===== src/rtl/press_count_blinker.sv =====
// press_count_blinker: replays a latched binary count as N blinks on one LED.
// The LED is lit for ON_CYCLES per blink and dark for OFF_CYCLES between blinks.
// A trailing dark period of GAP_CYCLES follows the last blink, then o_Done pulses.
// Optional feature macro: PRESS_BLINK_REPEAT_EN. It adds i_Repeat, which
// re-latches i_Count at the end of the gap so the LED keeps mirroring a live count.
module press_count_blinker #(
  parameter int WIDTH      = 4,
  parameter int ON_CYCLES  = 12500000,
  parameter int OFF_CYCLES = 12500000,
  parameter int GAP_CYCLES = 25000000
) (
  input  logic             CLK,
  input  logic             i_Reset,
  input  logic             i_Start,
  input  logic [WIDTH-1:0] i_Count,
`ifdef PRESS_BLINK_REPEAT_EN
  input  logic             i_Repeat,
`endif
  output logic             o_LED,
  output logic             o_Busy,
  output logic             o_Done
);

  // The timer holds at most (longest phase - 1), because it counts down to zero.
  localparam int MAX_AB = (ON_CYCLES > OFF_CYCLES) ? ON_CYCLES : OFF_CYCLES;
  localparam int MAX_C  = (MAX_AB > GAP_CYCLES) ? MAX_AB : GAP_CYCLES;
  localparam int TW     = $clog2(MAX_C + 1);

  localparam logic [TW-1:0] ON_LOAD  = TW'(ON_CYCLES - 1);
  localparam logic [TW-1:0] OFF_LOAD = TW'(OFF_CYCLES - 1);
  localparam logic [TW-1:0] GAP_LOAD = TW'(GAP_CYCLES - 1);

  typedef enum logic [1:0] {
    S_IDLE = 2'd0,
    S_ON   = 2'd1,
    S_OFF  = 2'd2,
    S_GAP  = 2'd3
  } state_t;

  state_t           r_State;
  logic [TW-1:0]    r_Timer;
  logic [WIDTH-1:0] r_Remaining;
  logic             r_LED;
  logic             r_Busy;
  logic             r_Done;

  logic             w_TimerDone;
  logic [WIDTH-1:0] w_RemainingDec;
  logic             w_Repeat;

  assign w_TimerDone    = (r_Timer == '0);
  assign w_RemainingDec = r_Remaining - WIDTH'(1);

`ifdef PRESS_BLINK_REPEAT_EN
  assign w_Repeat = i_Repeat;
`else
  assign w_Repeat = 1'b0;
`endif

  assign o_LED  = r_LED;
  assign o_Busy = r_Busy;
  assign o_Done = r_Done;

  // Sequencer: state, per-phase down-timer, blinks remaining and registered outputs.
  always_ff @(posedge CLK or posedge i_Reset) begin
    if (i_Reset) begin
      r_State     <= S_IDLE;
      r_Timer     <= '0;
      r_Remaining <= '0;
      r_LED       <= 1'b0;
      r_Busy      <= 1'b0;
      r_Done      <= 1'b0;
    end else begin
      r_Done <= 1'b0;
      case (r_State)
        S_IDLE: begin
          if (i_Start) begin
            if (i_Count != '0) begin
              r_Remaining <= i_Count;
              r_Timer     <= ON_LOAD;
              r_State     <= S_ON;
              r_LED       <= 1'b1;
              r_Busy      <= 1'b1;
            end else begin
              // A zero-length request completes immediately without going busy.
              r_Done <= 1'b1;
            end
          end
        end
        S_ON: begin
          if (w_TimerDone) begin
            r_Remaining <= w_RemainingDec;
            r_LED       <= 1'b0;
            if (w_RemainingDec == '0) begin
              r_State <= S_GAP;
              r_Timer <= GAP_LOAD;
            end else begin
              r_State <= S_OFF;
              r_Timer <= OFF_LOAD;
            end
          end else begin
            r_Timer <= r_Timer - TW'(1);
          end
        end
        S_OFF: begin
          if (w_TimerDone) begin
            r_State <= S_ON;
            r_Timer <= ON_LOAD;
            r_LED   <= 1'b1;
          end else begin
            r_Timer <= r_Timer - TW'(1);
          end
        end
        S_GAP: begin
          if (w_TimerDone) begin
            r_Done <= 1'b1;
            if (w_Repeat && (i_Count != '0)) begin
              // Back-to-back sequence: busy never drops between them.
              r_Remaining <= i_Count;
              r_Timer     <= ON_LOAD;
              r_State     <= S_ON;
              r_LED       <= 1'b1;
            end else begin
              r_State <= S_IDLE;
              r_Timer <= '0;
              r_Busy  <= 1'b0;
            end
          end else begin
            r_Timer <= r_Timer - TW'(1);
          end
        end
        default: begin
          r_State <= S_IDLE;
          r_Timer <= '0;
          r_LED   <= 1'b0;
          r_Busy  <= 1'b0;
        end
      endcase
    end
  end

endmodule


===== config.mk =====
export PLATFORM = sky130hd
export DESIGN_NAME = press_count_blinker
export DESIGN_NICKNAME = d
export VERILOG_FILES = /design/src/rtl/press_count_blinker.sv
export SDC_FILE = /design/constraint.sdc
export NUM_CORES = 1
export LEC_CHECK = 0
export CAP_MARGIN = 20
export CELL_PAD_IN_SITES_DETAIL_PLACEMENT = 0
export CELL_PAD_IN_SITES_GLOBAL_PLACEMENT = 1
export CORE_MARGIN = 1
export CORE_UTILIZATION = 50
export CTS_CLUSTER_DIAMETER = 80
export DETAILED_ROUTE_END_ITERATION = 6
export PLACE_DENSITY_LB_ADDON = 0.1
export SYNTH_ARGS = -nofsm -noshare
export SYNTH_HDL_FRONTEND = slang
export SYNTH_SLANG_ARGS = --single-unit

===== constraint.sdc =====
create_clock -name CLK -period 4.8 [get_ports CLK]
set_clock_uncertainty 0.15 [all_clocks]
set_input_delay 1.2 -clock CLK [delete_from_list [all_inputs] [get_ports CLK]]
set_output_delay 1.2 -clock CLK [all_outputs]
set_load 0.05 [all_outputs]

==> results of run 1 <==
-- power by group --
| group | switching, mW | leakage (nW) | internal [mW] |
|---|---|---|---|
| logic | 0.591 | 0.579 | 0.359 |
| clock network | 0.112 | 0.0579 | 0.153 |
| registers | 0.116 | 0.434 | 0.382 |
| total | 0.818 | 1.07 | 0.894 |
-- through the flow --
step                      power (mW)  hold slack [ns]  instances    util
final                          1.712           0.3546        324  0.5739
after global routing           1.849           0.3977        324  0.5739
after CTS                      1.708           0.3506        324  0.5739
after detailed placement       1.440           0.3323        316  0.5489
after global placement         1.436           0.3285        316  0.5489
after floorplan                1.242           0.3014        265       -
-- layer usage --
layer  global-route usage  vias up  share of wire
met2               0.4078       49           0.48
met3              0.03924        7          0.038
met4               0.1111        0          0.016
met5                    0        -              0
li1                     -     1012              -
met1               0.3459      992           0.46
-- flip-flops by register name, indices dropped and copies added, names as in the netlist --
register     cells
r_Timer         25
o_Done           1
o_Busy           1
o_LED            1
r_Remaining      4
r_State          2
-- cells by family (layout without fill, tap and decap cells) --
logic type                 count (synthesis)  after routing
and+or+nand+nor                          106            106
xor gates and xnor gates                   1              1
DFF                                       34             34
AOI/OAI and AO/OA                         87             87
muxes                                      3              3
adders and majority gates                  9              9
buffers and inverters                     25             32
-- cells in the final DEF, fill, tap and decap left out, types with 5 or more instances in the layout --
cell,count
clkbuf_8,5
a311oi_1,10
nand2_1,19
o21ai_0,24
nor3_1,17
clkdlybuf4s50_1,9
a21oi_1,24
ha_1,9
nand3_1,6
dfrtp_1,34
nor2_1,23
inv_1,11
nand2b_1,6
nor4_1,10
-- area by class of cell --
class / count / area share
multi-input cells: 206 / 0.5253
flip-flops and latches: 34 / 0.3405
repair buffers: 13 / 0.04807
clock buffers: 5 / 0.02754
well taps: 52 / 0.02604
inverters: 11 / 0.01652
clock inverters: 3 / 0.01602
-- worst min-delay path by stage --
stage                       startpoint                 endpoint  slack (ns)  cells past startpoint
3_3_place_gp   r_Timer[19]$_DFFE_PP0P_  r_Timer[19]$_DFFE_PP0P_        0.33                      1
2_1_floorplan  r_Timer[23]$_DFFE_PP0P_  r_Timer[23]$_DFFE_PP0P_        0.30                      1
5_1_grt        r_Timer[23]$_DFFE_PP0P_  r_Timer[23]$_DFFE_PP0P_        0.40                      1
3_5_place_dp         o_LED$_DFFE_PP0P_        o_LED$_DFFE_PP0P_        0.33                      2
4_1_cts        r_Timer[19]$_DFFE_PP0P_  r_Timer[19]$_DFFE_PP0P_        0.35                      1
6_report       r_Timer[19]$_DFFE_PP0P_  r_Timer[19]$_DFFE_PP0P_        0.35                      1
-- worst register-to-register path: cells and delay by family, from the launching register on --
family | cells | cell delay (ns)
flops | 1 | 0.45
simple gates | 5 | 2.14
compound gates | 1 | 0.34
-- synth_stat cells, types with 2 or more instances --
master    number  area, µm²
or4_1          3      22.52
nor3_1        18      90.09
or4_4          2      22.52
buf_2          4      20.02
nor2_1        23      86.33
nand3_1        6      30.03
dfrtp_1       34      850.8
nand2_1       19      71.32
inv_1         11      41.29
or3_2          2      15.01
or2_2          2      12.51
o31a_1         2      17.52
o31ai_1        3      22.52
and3_1         2      12.51
or3b_2         2      17.52
o41ai_1        3      26.28
nand2b_1       6      37.54
ha_1           9      112.6
a211oi_1       4      30.03
a21oi_1       24      120.1
a311oi_1      10      87.58
nand4_1        2      12.51
a31oi_1        2      12.51
clkbuf_1       7      26.28
nor4_1        10      62.56
mux2i_1        2      20.02
o21ai_1        3      15.01
a21o_1         2      15.01
o21ai_0       24      120.1
==> impl_metrics.ini, run 1 <==
[synth]
synth_top_family_by_area = simple AND/OR/NAND/NOR gates
synth_ff_type = dfrtp_1
ys_seq_area_frac = 0.3734
synthCells = 265
muxShareOfSynthArea = 0.01373
ys_types = 53
synth-simple-area-share = 0.2565
syn_avg_cell_area_um2 = 8.598
synth-async-reset-ratio = 1.000
synth_seq_cells = 34
synth-edff-count = 0
synth_compound_area_frac = 0.2504
synth_area_mm2 = 0.002278
synth_fa_ha_area_frac = 0.04942
syn_nets = 281
ys_warn_count = 0
synthXorXnorAreaFrac = 0.003844

[worst_setup_path]
crit_end = r_Remaining[0]$_DFFE_PP0P_
crit_path_max_fanout = 21
cp_top_family = compound AO/OA/AOI/OAI gates
r2r_start = r_Timer[14]$_DFFE_PP0P_
ff2ff_setup_slack_ns = 1.56
r2r.worst_path.cells = 6
worstPathArrival_ns = 3.30
critical_path_class = primary input to flip-flop
critPathMaxStageDelay_ns = 0.53
end_kind = flip-flop
cp.required_ns = 4.83
worst_r2r_endpoint = r_Timer[11]$_DFFE_PP0P_
crit_path_cell_trace = clkdlybuf4s50_1, o41a_2, nand2b_1, nand2_1, o21ai_0, a221o_1
cp-startpoint = i_Count[0]
cpMaxStageDelayCell = o41a_2
cp.depth = 6
start_kind = primary input
crit_buf_inv = 1

[placement]
io_buffers = 9
dpl_cell_area_mm2 = 0.002390
hpwlAfterDp_um = 4198
pre_cts_ws_ns = 1.224
routabilityCongestion = 0.8644

[grt]
grt_max_degree = 24
grt_usage = 0.2560
grt_pass1_vias = 1911
grt_pass1_wl_um = 9632
grt_overflow = 0
grt_antenna_before_repair = 0

[floorplan]
die_height_um = 69.51
dieArea_mm2 = 0.004831
core.rowCount = 24
top_level_ports = 10
start_util = 0.5233
die_x_um = 69.51
core_area_mm2 = 0.004354

[clock_network]
cts_num_sinks = 34
htreeDepth = 2
clockBufferDepth = 2
postCtsHoldBufs = 0
cts_tree = yes
clock-root-buffer = clkbuf_8
cts_buffers = 5
clk_pin_slew_ns = 0.07
worst_skew_pair.late_latency_ns = 0.30
post_cts_buffers = 0
cts-resized-gates = 0

[sta]
setup_viol = 0
slew-limit-headroom = 0.3785
finalSetupTns_ns = 0
slew_viol_final = 0
worst_pin_slew_ns = 0.9312
layout_worst_path_cycle_share = 0.6799
layout_setup_ws_ns = 1.537
hold_viol_final = 0
rsz0062_at_grt = no
fmax_mhz = 306.4
finalCriticalPeriod_ns = 3.263

[final_layout]
num-fill-cells = 403
area_growth_pct = 9.665
stdcell_area_mm2 = 0.002499
num_antenna_cells = 0
multi_input_area_mm2 = 0.001313
drive_gt1_frac = 0.1029
fin_nets = 287
regArea_um2 = 850.8

[route]
viasPerCell = 6.358
drtIter0Drc = 135
drc = 0
ant_nets = 0
wire_per_inst_um = 17.84
totalWireLength_um = 5779
vias = 2060
firstDrtPassIters = 4

[power_and_ir_drop]
ir_drop_uv = 393.2
p_leak_nw = 1.071
power_density_mw_per_mm2 = 685.2

[outcome]
status = finished clean

[flow_run]
maxCapViolations = 0

[min_path]
hold_class = flip-flop to flip-flop
Power figures use the tool's default switching activity.
==> inputs of run 2 (changes only) <==
--- a/config.mk
+++ b/config.mk
@@ -9,7 +9,7 @@
 export CELL_PAD_IN_SITES_DETAIL_PLACEMENT = 0
 export CELL_PAD_IN_SITES_GLOBAL_PLACEMENT = 1
 export CORE_MARGIN = 1
-export CORE_UTILIZATION = 50
+export CORE_UTILIZATION = 42
 export CTS_CLUSTER_DIAMETER = 80
 export DETAILED_ROUTE_END_ITERATION = 6
 export PLACE_DENSITY_LB_ADDON = 0.1
==> constraint.sdc (replaced) <==
create_clock -name CLK -period 2.65 [get_ports CLK]
set_clock_uncertainty 0.15 [all_clocks]
set_input_delay 0.6625 -clock CLK [delete_from_list [all_inputs] [get_ports CLK]]
set_output_delay 0.6625 -clock CLK [all_outputs]
set_load 0.05 [all_outputs]
==> run 2 against run 1 <==
Routed wire length grew 6.2%. Hold slack worse by 0.019 ns. Critical endpoint is now r_Timer[24]$_DFFE_PP0P_. Sequential share of layout area shrank 4.2 points. Largest cell class unchanged. Count of clock-buffer cells in the layout rose by 1. Highest routed layer unchanged. Via count up 5.9%. Sequential cell count stayed put.
==> impl_metrics.ini, run 2 (synthesized netlist as in run 1, its figures left out) <==
[clock_network]
postCtsHoldBufs = 0
post_cts_buffers = 0
cts_tree = yes
worst_skew_pair.late_latency_ns = 0.30
cts_buffers = 5
cts_num_sinks = 34
clk_pin_slew_ns = 0.08
clockBufferDepth = 2
htreeDepth = 2
clock-root-buffer = clkbuf_8

[route]
wire_per_inst_um = 16.07
drc = 0
totalWireLength_um = 6137
ant_nets = 0
drtIter0Drc = 192
firstDrtPassIters = 4
viasPerCell = 5.712
vias = 2182

[power_and_ir_drop]
ir_drop_uv = 576.7
p_leak_nw = 1.266
power_density_mw_per_mm2 = 1212

[min_path]
hold_class = flip-flop to flip-flop

[sta]
fmax_mhz = 394.0
setup_viol = 0
worst_pin_slew_ns = 0.4897
layout_worst_path_cycle_share = 0.9577
layout_setup_ws_ns = 0.1122
slew_viol_final = 0
rsz0062_at_grt = no
finalCriticalPeriod_ns = 2.538
hold_viol_final = 0
slew-limit-headroom = 0.6725

[placement]
io_buffers = 9
pre_cts_ws_ns = -0.1667
routabilityCongestion = 0.8700
hpwlAfterDp_um = 4574
dpl.cell_count = 374

[worst_setup_path]
cp.depth = 7
start_kind = flip-flop
cp-startpoint = r_Timer[6]$_DFFE_PP0P_
r2r_start = r_Timer[6]$_DFFE_PP0P_
critPathMaxStageDelay_ns = 0.58
worstPathArrival_ns = 2.57
crit_buf_inv = 1
worst_r2r_endpoint = r_Timer[24]$_DFFE_PP0P_
end_kind = flip-flop
r2r.worst_path.cells = 7
crit_path_max_fanout = 4
crit_path_cell_trace = or4_1, or4_4, o31ai_4, buf_4, a21oi_1, o21ai_0, o31ai_1
cpMaxStageDelayCell = or4_1
ff2ff_setup_slack_ns = 0.11
critical_path_class = flip-flop to flip-flop
cp_top_family = simple AND/OR/NAND/NOR gates
crit_end = r_Timer[24]$_DFFE_PP0P_
cp.required_ns = 2.68

[floorplan]
core_area_mm2 = 0.005172
dieArea_mm2 = 0.005724
start_util = 0.4405
top_level_ports = 10
core.rowCount = 26
die_height_um = 75.66
die_x_um = 75.66

[final_layout]
area_growth_pct = 25.15
reg.largest.list = r_Timer x25, r_Remaining x4, r_State x2
fin_nets = 327
finalNonFillerCells = 382
regMostFlops = r_Timer
mostFrequentLayoutCells = 43 x buf_4, 34 x dfrtp_1, 24 x o21ai_0
num_antenna_cells = 0
drive_gt1_frac = 0.2372
largest_reg_flops = 25
final_common_cell = buf_4

[grt]
grt_pass1_wl_um = 10310
grt_pass1_vias = 2064
grt_antenna_before_repair = 0
grt_max_degree = 35
grt_overflow = 0
grt_usage = 0.2471

[outcome]
status = finished clean

[flow_run]
maxCapViolations = 0
run 2: cell count changes in the layout (fill, tap and decap cells not counted), sizes merged:
cell	previous run	this run
bufinv	1	0
clkinvlp	0	1
buf	4	44
clkinv	2	1
clkbuf	5	6
run 2: layout make-up:
| cell class | count | area (µm²) |
|---|---|---|
| fill | 480 | 2321 |
| clock buffer | 6 | 82.58 |
| sequential | 34 | 850.8 |
| clock inverter | 2 | 12.51 |
| inverter | 11 | 41.29 |
| multi-input combinational | 206 | 1344 |
| timing repair buffer | 53 | 432.9 |
| tap | 70 | 87.58 |
run 2: how the worst min path moves through the flow:
| stage | from | endpoint | slack, ns | cells past startpoint |
|---|---|---|---|---|
| 6_report | r_Timer[19]$_DFFE_PP0P_ | r_Timer[19]$_DFFE_PP0P_ | 0.34 | 1 |
| 5_1_grt | r_Timer[21]$_DFFE_PP0P_ | r_Timer[21]$_DFFE_PP0P_ | 0.38 | 1 |
| 2_1_floorplan | r_Timer[23]$_DFFE_PP0P_ | r_Timer[23]$_DFFE_PP0P_ | 0.30 | 1 |
| 3_3_place_gp | o_LED$_DFFE_PP0P_ | o_LED$_DFFE_PP0P_ | 0.33 | 2 |
| 4_1_cts | r_Timer[19]$_DFFE_PP0P_ | r_Timer[19]$_DFFE_PP0P_ | 0.34 | 1 |
| 3_5_place_dp | r_Timer[19]$_DFFE_PP0P_ | r_Timer[19]$_DFFE_PP0P_ | 0.33 | 1 |
run 2: per-stage QoR:
step	hold slack (ns)	total power [mW]	util	setup TNS (ns)	cell area (µm²)
2_1_floorplan	0.3014	2.249	-	0	2278
3_5_place_dp	0.3320	2.982	0.5259	-1.242	2720
3_3_place_gp	0.3334	2.970	0.5259	-0.4617	2720
6_report	0.3359	3.456	0.5513	0	2851
4_1_cts	0.3425	3.404	0.5443	0	2815
5_1_grt	0.3755	3.761	0.5513	0	2851
run 2: metal layers:
layer	up-vias	track usage	wire, µm
met3	14	0.04497	243
li1	1093	-	-
met1	1029	0.3300	2918
met2	46	0.3978	2836
met5	-	0	0
met4	0	0.09671	139
run 2: timing repair:
action | 4_1_cts | 5_1_grt
endpoints found under the setup margin | 0 | 19
endpoints found under the hold margin | 0 | 0
gates resized for setup | 0 | 8
run 2: where the power goes:
| group | switching (mW) | internal (mW) | leakage, nW |
|---|---|---|---|
| combinational | 1.24 | 0.959 | 0.785 |
| clock | 0.207 | 0.209 | 0.0472 |
| sequential | 0.146 | 0.692 | 0.434 |
run 2: worst reg2reg max path, cell delays in order, from the launching register on:
cell     delay, ns
dfrtp_1       0.38
or4_1         0.58
or4_4         0.56
o31ai_4       0.27
buf_4         0.17
a21oi_1       0.04
o21ai_0       0.18
o31ai_1       0.10
